--- src/rtl/ofdm_rx_pkg.sv ---
// Shared OFDM receiver defaults (FFT size, sample width, CP length) and the CP-removal FSM state type.
// Latency: none (declarations only).
// Backpressure: not applicable.
package ofdm_rx_pkg;

  localparam int N_DEF      = 64;
  localparam int LOG2N_DEF  = 6;
  localparam int Q_DEF      = 16;
  localparam int CP_LEN_DEF = 16;

  typedef enum logic [1:0] {
    ST_IDLE    = 2'd0,
    ST_SKIP_CP = 2'd1,
    ST_WRITE   = 2'd2,
    ST_READ    = 2'd3
  } cp_state_e;

endpackage

--- src/rtl/cp_remove_ctrl_bit_rev.sv ---
// Bit-reversal of an LOG2N-bit address, used to present buffer reads in radix-2 DIT input order.
// Latency: combinational.
// Backpressure: not applicable.
module bit_rev #(
  parameter int LOG2N = 6
) (
  input  logic [LOG2N-1:0] in_addr,
  output logic [LOG2N-1:0] out_addr
);

  // Mirror bit i onto bit LOG2N-1-i.
  always_comb begin
    out_addr = '0;
    for (int b = 0; b < LOG2N; b++) begin
      out_addr[b] = in_addr[LOG2N-1-b];
    end
  end

endmodule

--- src/rtl/cp_remove_ctrl.sv ---
// Cyclic-prefix removal: drops CP_LEN prefix samples, writes N body samples to a buffer, then reads them out.
// Latency: writes are combinational with the accepted sample; rd_valid follows each addrb by one cycle.
// Backpressure: in_ready low for the N read cycles (samples dropped); optional BIT_REVERSE_EN reverses addrb.
module cp_remove_ctrl
  import ofdm_rx_pkg::*;
#(
  parameter int N      = N_DEF,
  parameter int LOG2N  = LOG2N_DEF,
  parameter int Q      = Q_DEF,
  parameter int CP_LEN = CP_LEN_DEF
) (
  input  logic             clk,
  input  logic             rst_n,
  input  logic             sym_start,
  input  logic             in_valid,
  input  logic [Q-1:0]     in_r,
  input  logic [Q-1:0]     in_i,
  output logic             in_ready,
  output logic [LOG2N-1:0] addra,
  output logic             we,
  output logic [Q-1:0]     data_r,
  output logic [Q-1:0]     data_i,
  output logic [LOG2N-1:0] addrb,
  output logic             rd_valid,
  output logic             sym_done
);

  // One spare bit so the counter never wraps before its terminal compare.
  localparam int              CW       = LOG2N + 1;
  localparam logic [CW-1:0]   CNT_LAST = CW'(N - 1);
  localparam logic [CW-1:0]   CP_LAST  = CW'(CP_LEN - 1);

  cp_state_e        state_q;
  logic [CW-1:0]    cnt_q;
  logic             rd_valid_q;
  logic             sym_done_q;

  logic             accept;
  logic             restart;
  logic [LOG2N-1:0] rd_idx;

  assign in_ready = (state_q != ST_READ);
  assign accept   = in_valid & in_ready;
  // A new symbol start is honoured everywhere except while the buffer is being read.
  assign restart  = sym_start & (state_q != ST_READ);

  // Control FSM: counts prefix, body and read cycles; registers rd_valid/sym_done.
  always_ff @(posedge clk or negedge rst_n) begin
    if (!rst_n) begin
      state_q    <= ST_IDLE;
      cnt_q      <= '0;
      rd_valid_q <= 1'b0;
      sym_done_q <= 1'b0;
    end else begin
      rd_valid_q <= (state_q == ST_READ);
      sym_done_q <= (state_q == ST_READ) && (cnt_q == CNT_LAST);
      if (restart) begin
        // The sample arriving with sym_start is prefix sample 0.
        if (accept && (CP_LEN == 1)) begin
          state_q <= ST_WRITE;
          cnt_q   <= '0;
        end else begin
          state_q <= ST_SKIP_CP;
          cnt_q   <= accept ? CW'(1) : '0;
        end
      end else begin
        case (state_q)
          ST_SKIP_CP: begin
            if (accept) begin
              if (cnt_q == CP_LAST) begin
                state_q <= ST_WRITE;
                cnt_q   <= '0;
              end else begin
                cnt_q <= cnt_q + CW'(1);
              end
            end
          end
          ST_WRITE: begin
            if (accept) begin
              if (cnt_q == CNT_LAST) begin
                state_q <= ST_READ;
                cnt_q   <= '0;
              end else begin
                cnt_q <= cnt_q + CW'(1);
              end
            end
          end
          ST_READ: begin
            // Leave READ after issuing the last address so IDLE overlaps the final rd_valid.
            if (cnt_q == CNT_LAST) begin
              state_q <= ST_IDLE;
              cnt_q   <= '0;
            end else begin
              cnt_q <= cnt_q + CW'(1);
            end
          end
          default: begin
            state_q <= ST_IDLE;
          end
        endcase
      end
    end
  end

  // Write port is driven straight from the input sample; a restart sample is never written.
  assign we     = (state_q == ST_WRITE) & in_valid & ~sym_start;
  assign addra  = (state_q == ST_WRITE) ? cnt_q[LOG2N-1:0] : '0;
  assign data_r = we ? in_r : '0;
  assign data_i = we ? in_i : '0;

  assign rd_idx = (state_q == ST_READ) ? cnt_q[LOG2N-1:0] : '0;

`ifdef BIT_REVERSE_EN
  bit_rev #(
    .LOG2N(LOG2N)
  ) u_bit_rev (
    .in_addr (rd_idx),
    .out_addr(addrb)
  );
`else
  assign addrb = rd_idx;
`endif

  assign rd_valid = rd_valid_q;
  assign sym_done = sym_done_q;

endmodule
--- config.mk ---
export PLATFORM = sky130hd
export DESIGN_NAME = cp_remove_ctrl
export DESIGN_NICKNAME = d
export VERILOG_FILES = /design/src/rtl/ofdm_rx_pkg.sv /design/src/rtl/cp_remove_ctrl_bit_rev.sv /design/src/rtl/cp_remove_ctrl.sv
export SDC_FILE = /design/constraint.sdc
export NUM_CORES = 1
export LEC_CHECK = 0
export ABC_CLOCK_PERIOD_IN_PS = 2300
export BUFFER_PORTS_ARGS = -buffer_cell sky130_fd_sc_hd__clkbuf_2
export CAP_MARGIN = 20
export CORE_MARGIN = 4
export CORE_UTILIZATION = 34
export CTS_CLUSTER_DIAMETER = 60
export DETAILED_ROUTE_END_ITERATION = 16
export PLACE_DENSITY = 0.76
export REMOVE_ABC_BUFFERS = 1
export SLEW_MARGIN = 20
export SYNTH_ARGS = -nofsm -noshare
export SYNTH_HDL_FRONTEND = slang
export SYNTH_SLANG_ARGS = --single-unit
--- constraint.sdc ---
create_clock -name clk -period 2.3 [get_ports clk]
set_clock_uncertainty 0.1 [all_clocks]
set_input_delay 0.69 -clock clk [delete_from_list [all_inputs] [get_ports clk]]
set_output_delay 0.69 -clock clk [all_outputs]
set_load 0.01 [all_outputs]
Word-level counts from Yosys, hierarchy flattened
Cells that the tools add are included.
{"block": "word_totals", "out_inout_bits": 48, "elab_cells": 43, "regBits": 11, "input_bits": 36}
{"block": "classes", "n_bitwise": 5, "n_eq_ne": 11, "n_addsub": 1, "reduce_logical": 4, "mux": 18}
{"cell": "two-way mux 7 bit", "n": 5}
{"cell": "two-way mux 16 bit", "n": 2}
{"cell": "one-hot mux 7 bit (3 select lines)", "n": 1}
{"cell": "!= test 3 bit, second input constant", "n": 5}
{"cell": "two-way mux 2 bit", "n": 6}
{"cell": "two-way mux 6 bit", "n": 2}
{"cell": "adder 7 x 1 -> 7 bit, second input constant", "n": 1}
{"cell": "== test 7 x 4 -> 1 bit, second input constant", "n": 1}
{"cell": "== test 7 x 6 -> 1 bit, second input constant", "n": 1}
{"cell": "one-hot mux 2 bit (3 select lines)", "n": 1}
{"cell": "AND reduction 5 bit", "n": 1}
{"cell": "AND 1 bit", "n": 4}
{"cell": "== test 2 bit, second input constant", "n": 2}
{"cell": "nonzero test 4 bit", "n": 1}
{"cell": "AND reduction 3 bit", "n": 1}
{"cell": "== test 2 x 1 -> 1 bit, second input constant", "n": 1}
{"cell": "!= test 2 bit, second input constant", "n": 1}
{"cell": "logical AND 1 bit", "n": 1}
{"cell": "two-way mux 1 bit", "n": 1}
{"cell": "inverter 1 bit", "n": 1}

Longest topological paths before layout
{"block": "depth", "depth_word": 5, "ltp_mapped": 7, "ltp_nobuf": 6}

Worst setup path after synthesis
No wires, ideal clock.
{"block": "synth_timing", "path_type": "register to output", "startpoint": "reg state_q[0]", "endpoint": "out data_i[10]", "path_stages_with_launch": 8, "required_time_ps": 1510, "path_slack_ps": -75, "arrival_time_ps": 1585, "path_buffers": 2, "cell_sequence": "dfrtp_1 -> inv_1 -> ha_1 -> clkbuf_1 -> nand2_1 -> nor2_1 -> clkbuf_1 -> and2_1"}
{"block": "synth_between", "elab_chain_cells": 4}
{"element": "start: declaration", "line": "cp_remove_ctrl.sv:33", "rtl": "cp_state_e state_q;"}
{"element": "start signal: assignment", "line": "cp_remove_ctrl.sv:50", "rtl": "state_q <= ST_IDLE;"}
{"element": "start signal: assignment", "line": "cp_remove_ctrl.sv:60", "rtl": "state_q <= ST_WRITE;"}
{"element": "start signal: assignment", "line": "cp_remove_ctrl.sv:63", "rtl": "state_q <= ST_SKIP_CP;"}
{"element": "== test 2 bit", "line": "cp_remove_ctrl.sv:106", "rtl": "assign we = (state_q == ST_WRITE) & in_valid & ~sym_start;"}
{"element": "AND 1 bit (2 in a row)", "line": "cp_remove_ctrl.sv:106"}
{"element": "via we", "line": "cp_remove_ctrl.sv:20", "rtl": "output logic we,"}
{"element": "two-way mux 16 bit", "line": "cp_remove_ctrl.sv:109", "rtl": "assign data_i = we ? in_i : '0;"}
{"element": "end: declaration", "line": "cp_remove_ctrl.sv:22", "rtl": "output logic [Q-1:0] data_i,"}
The timed path passes the listed nets, and every way through them passes these cells.

Worst setup path in the final report
{"block": "layout_timing", "startpoint": "reg state_q[0]", "endpoint": "out data_i[4]"}
{"block": "layout_between", "elab_chain_cells": 4}
{"element": "== test 2 bit", "line": "cp_remove_ctrl.sv:106"}
{"element": "AND 1 bit (2 in a row)", "line": "cp_remove_ctrl.sv:106"}
{"element": "two-way mux 16 bit", "line": "cp_remove_ctrl.sv:109"}
No other way between the ends.

==> run metrics <==
outcome=complete, but fails checks; failing checks=setup timing; Slew Limit Fails=0; GRT Residual Overflow=0; number of synthesized flops with an enable pin=0; count of endpoints failing setup in the final report=38; Worst setup startpoint=state_q[0]; Final period util=102%; fraction of final layout cells sized beyond drive strength 1=between 60% and 70%; HPWL reported at the end of detailed placement=between 2000 and 3000 um; clock tree from TritonCTS=built; number of vias in the routed layout=1245; Warnings, synthesis=0; slew at the pin closest to its max-slew limit=0.369 ns; Worst Reg2Reg Path Length in Cells=8; peak supply drop=between 0.4 and 0.5 mV; Leak Pwr=0.000997 uW; worst-path maximum fanout=9; number of instances in the synthesized netlist=about 120; die boundary width=~62 um; capture point of the worst reg-to-reg path=cnt_q[5]; Routed met3 length=between 400 and 500 um; root buf cell=clkbuf_4; synthesis-stage register bit count=11; data required time at the worst endpoint=1.51 ns; most frequent cell on the critical path=buf_12; Ports=84; Critical Path Sink Type=output pin; critical path launch point type=register; power per cell area=approximately 510 nW/um^2; crit path DAT=~1.6 ns; max_slew headroom=75.1%; synth unique cells=34; setup total negative slack=-1.24 ns; Top Metal Used=met4; total routed wire length on the met1 layer=roughly 1400 um; maximum level of the CTS H-tree=1; antenna diode instance count=0; number of search-and-repair iterations in the first detailed-routing pass=4; buffers plus inverters on the worst setup path=4; final setup slack of the worst path=-0.0574 ns; net switching share of the total power=between 30% and 40%; Synth async-reset ratio=between 90% and 100%; RSZ-0062 raised after global routing=true; via count of the first global-routing pass=approximately 1200; r2r startpoint=state_q[1]; area added between synthesis and finish=93.4%; final number of hold-violating endpoints=0; number of clock buffers inserted by TritonCTS=3; 1st-iter DRT viols=26; Met2 Wirelength=around 1800 um; wire length after detailed routing=about 3700 um; Die ar.=roughly 3800 um^2; final layout net count=roughly 260; family of cells with the greatest summed delay on the critical path=buffers and inverters; core utilization of the finished layout=68.7%; leading register cell type out of synthesis=dfrtp_1; share of power burned in registers=between 20% and 30%; shortest period the worst path allows=2.36 ns; count of buffers inserted at the top-level ports=slightly above 80; Mean Syn Cell Area=7.90 um^2; number of violations of the max-capacitance limit=0; starting density of the core=a little over a third; DRC Markers=0; maximum count of clock buffers along a single path=2; Min-Delay Path Class=input pin to async pin; Crit Path Class=register to output pin; CP max-delay cell=dfrtp_1; maximum number of pins on one net before global-route repair=17; Cells after DPL=around 240; Finished Layout Cells=252; Int Power=586 uW; DIE HEIGHT=61.7 um; core area=2760 um^2; worst slack, placed=approximately 0.049 ns; clock tree sinks=11; chain of cells forming the critical path=inv_2 -> ha_4 -> nand2_4 -> nor2_4 -> buf_12 -> buf_12 -> and2_1 -> buf_2; initial antenna violation count=0; total routing usage reported by global routing=approximately 17%; clock-pin slew of the registers on the worst-case setup and hold paths=approximately 0.07 ns; clock share of power=about 14%; global placement routability congestion=0.760; post-route ant nets=0; setup slack of the most critical reg-to-reg path=roughly 0.060 ns; Placed Instance Area=roughly 1500 um^2; cts-stage hold buffer count=0; Skew-Pair Late Insertion Delay=0.27 ns; # fillers=between 200 and 250; Max Clk Rate=424 MHz; post-synthesis sequential area ratio=between 20% and 30%; post-synthesis cell area=a little under 1000 um^2; final instance area=between 1500 and 2000 um^2; wire length of the first global-routing pass=slightly below 5000 um; WL per Instance=between 10 and 15 um; num rows=19; net load switching power=~380 uW; largest stage delay on the critical path=0.39 ns; part of the power in combinational logic=between 50% and 60%; vias per inst=slightly below 5
## registers in the layout (all words and copies together) (netlist names)
| name | flops |
|---|---|
| state_q | 2 |
| rd_valid | 1 |
| cnt_q | 7 |
| sym_done | 1 |
## timing repair
action	CTS	global route
endpoints found under the hold margin	0	0
pin swaps	2	21
buffers inserted	5	2
gates resized for setup	13	85
cloned	2	1
setup endpoints to repair	35	33
## power by group through the flow
stage | logic [uW] | registers, uW | clock network (uW)
6_report | 552 | 281 | 137
5_1_grt | 619 | 289 | 148
4_1_cts | 508 | 281 | 140
3_5_place_dp | 437 | 289 | 0
3_3_place_gp | 433 | 288 | 0
2_1_floorplan | 277 | 278 | 0
## routing by layer
layer  vias to the layer above  track usage [%]
met3                         6             7.34
met5                         -                0
met2                        68             30.3
li1                        619                -
met1                       552             18.5
met4                         0             5.45
## Yosys cell counts (all sizes together), types with 3 or more instances
cell / count / share of area (%)
and2: 44 / 28
o21ai: 5 / 2.6
nor2: 5 / 1.9
nand2b: 3 / 1.9
dfrtp: 11 / 28
nand2: 7 / 2.7
ha: 4 / 5.1
nand3: 3 / 1.5
or2: 3 / 1.9
clkbuf: 5 / 1.9
inv: 6 / 2.3
## worst max-delay path by stage
stage,endpoint,slack [ns],cells after the start
2_1_floorplan,data_i[0],-0.34,5
6_report,data_i[4],-0.06,8
3_3_place_gp,data_i[11],0.05,6
5_1_grt,data_i[4],-0.13,8
3_5_place_dp,data_i[14],0.05,6
4_1_cts,data_i[5],-0.07,8
## cell type report
| type | instances | area [um^2] | area share, % |
|---|---|---|---|
| inverter | 6 | 22.5 | 1.19 |
| multi-input combinational | 101 | 756 | 39.9 |
| clock buffer | 4 | 26.3 | 1.39 |
| sequential | 11 | 275 | 14.5 |
| timing repair buffer | 99 | 776 | 41.0 |
| tap | 31 | 38.8 | 2.05 |
## worst reg2reg max path, stage by stage, from the launching register on
cell and delay [ns]:
dfrtp_1 0.41, buf_4 0.14, buf_4 0.10, inv_1 0.03
ha_1 0.20, or2_1 0.24, a32o_1 0.27, or4_1 0.51
a22oi_1 0.15
## stage by stage
stage	hold slack, ns	power, uW
after global routing	0.189	1060
after floorplan	0.294	556
after CTS	0.186	928
after detailed placement	0.447	726
final	0.182	970
after global placement	0.434	721
## logic make-up after synthesis
| kind of cell | count (synthesis) | share of synthesized area, % |
|---|---|---|
| mux | 1 | 1.02 |
| flops | 11 | 28.1 |
| simple gates | 75 | 45.7 |
| buf+inv | 12 | 4.98 |
| fa+ha+maj | 4 | 5.11 |
| compound gates | 21 | 15.1 |
## layout by cell type, fill, tap and decap left out, drive strengths merged, types with 2 or more instances in the layout
master	synthesis	layout
nor4	2	2
nand2b	3	3
or2	3	3
nor2	5	5
o31ai	2	2
o21ai	5	5
o41ai	2	2
a2bb2oi	2	2
nand2	7	7
dfrtp	11	11
inv	6	6
and2	44	44
clkbuf	5	56
ha	4	4
buf	1	47
a21oi	2	2
or4	2	2
nand3	3	3
(Power assumes the default switching activity.)
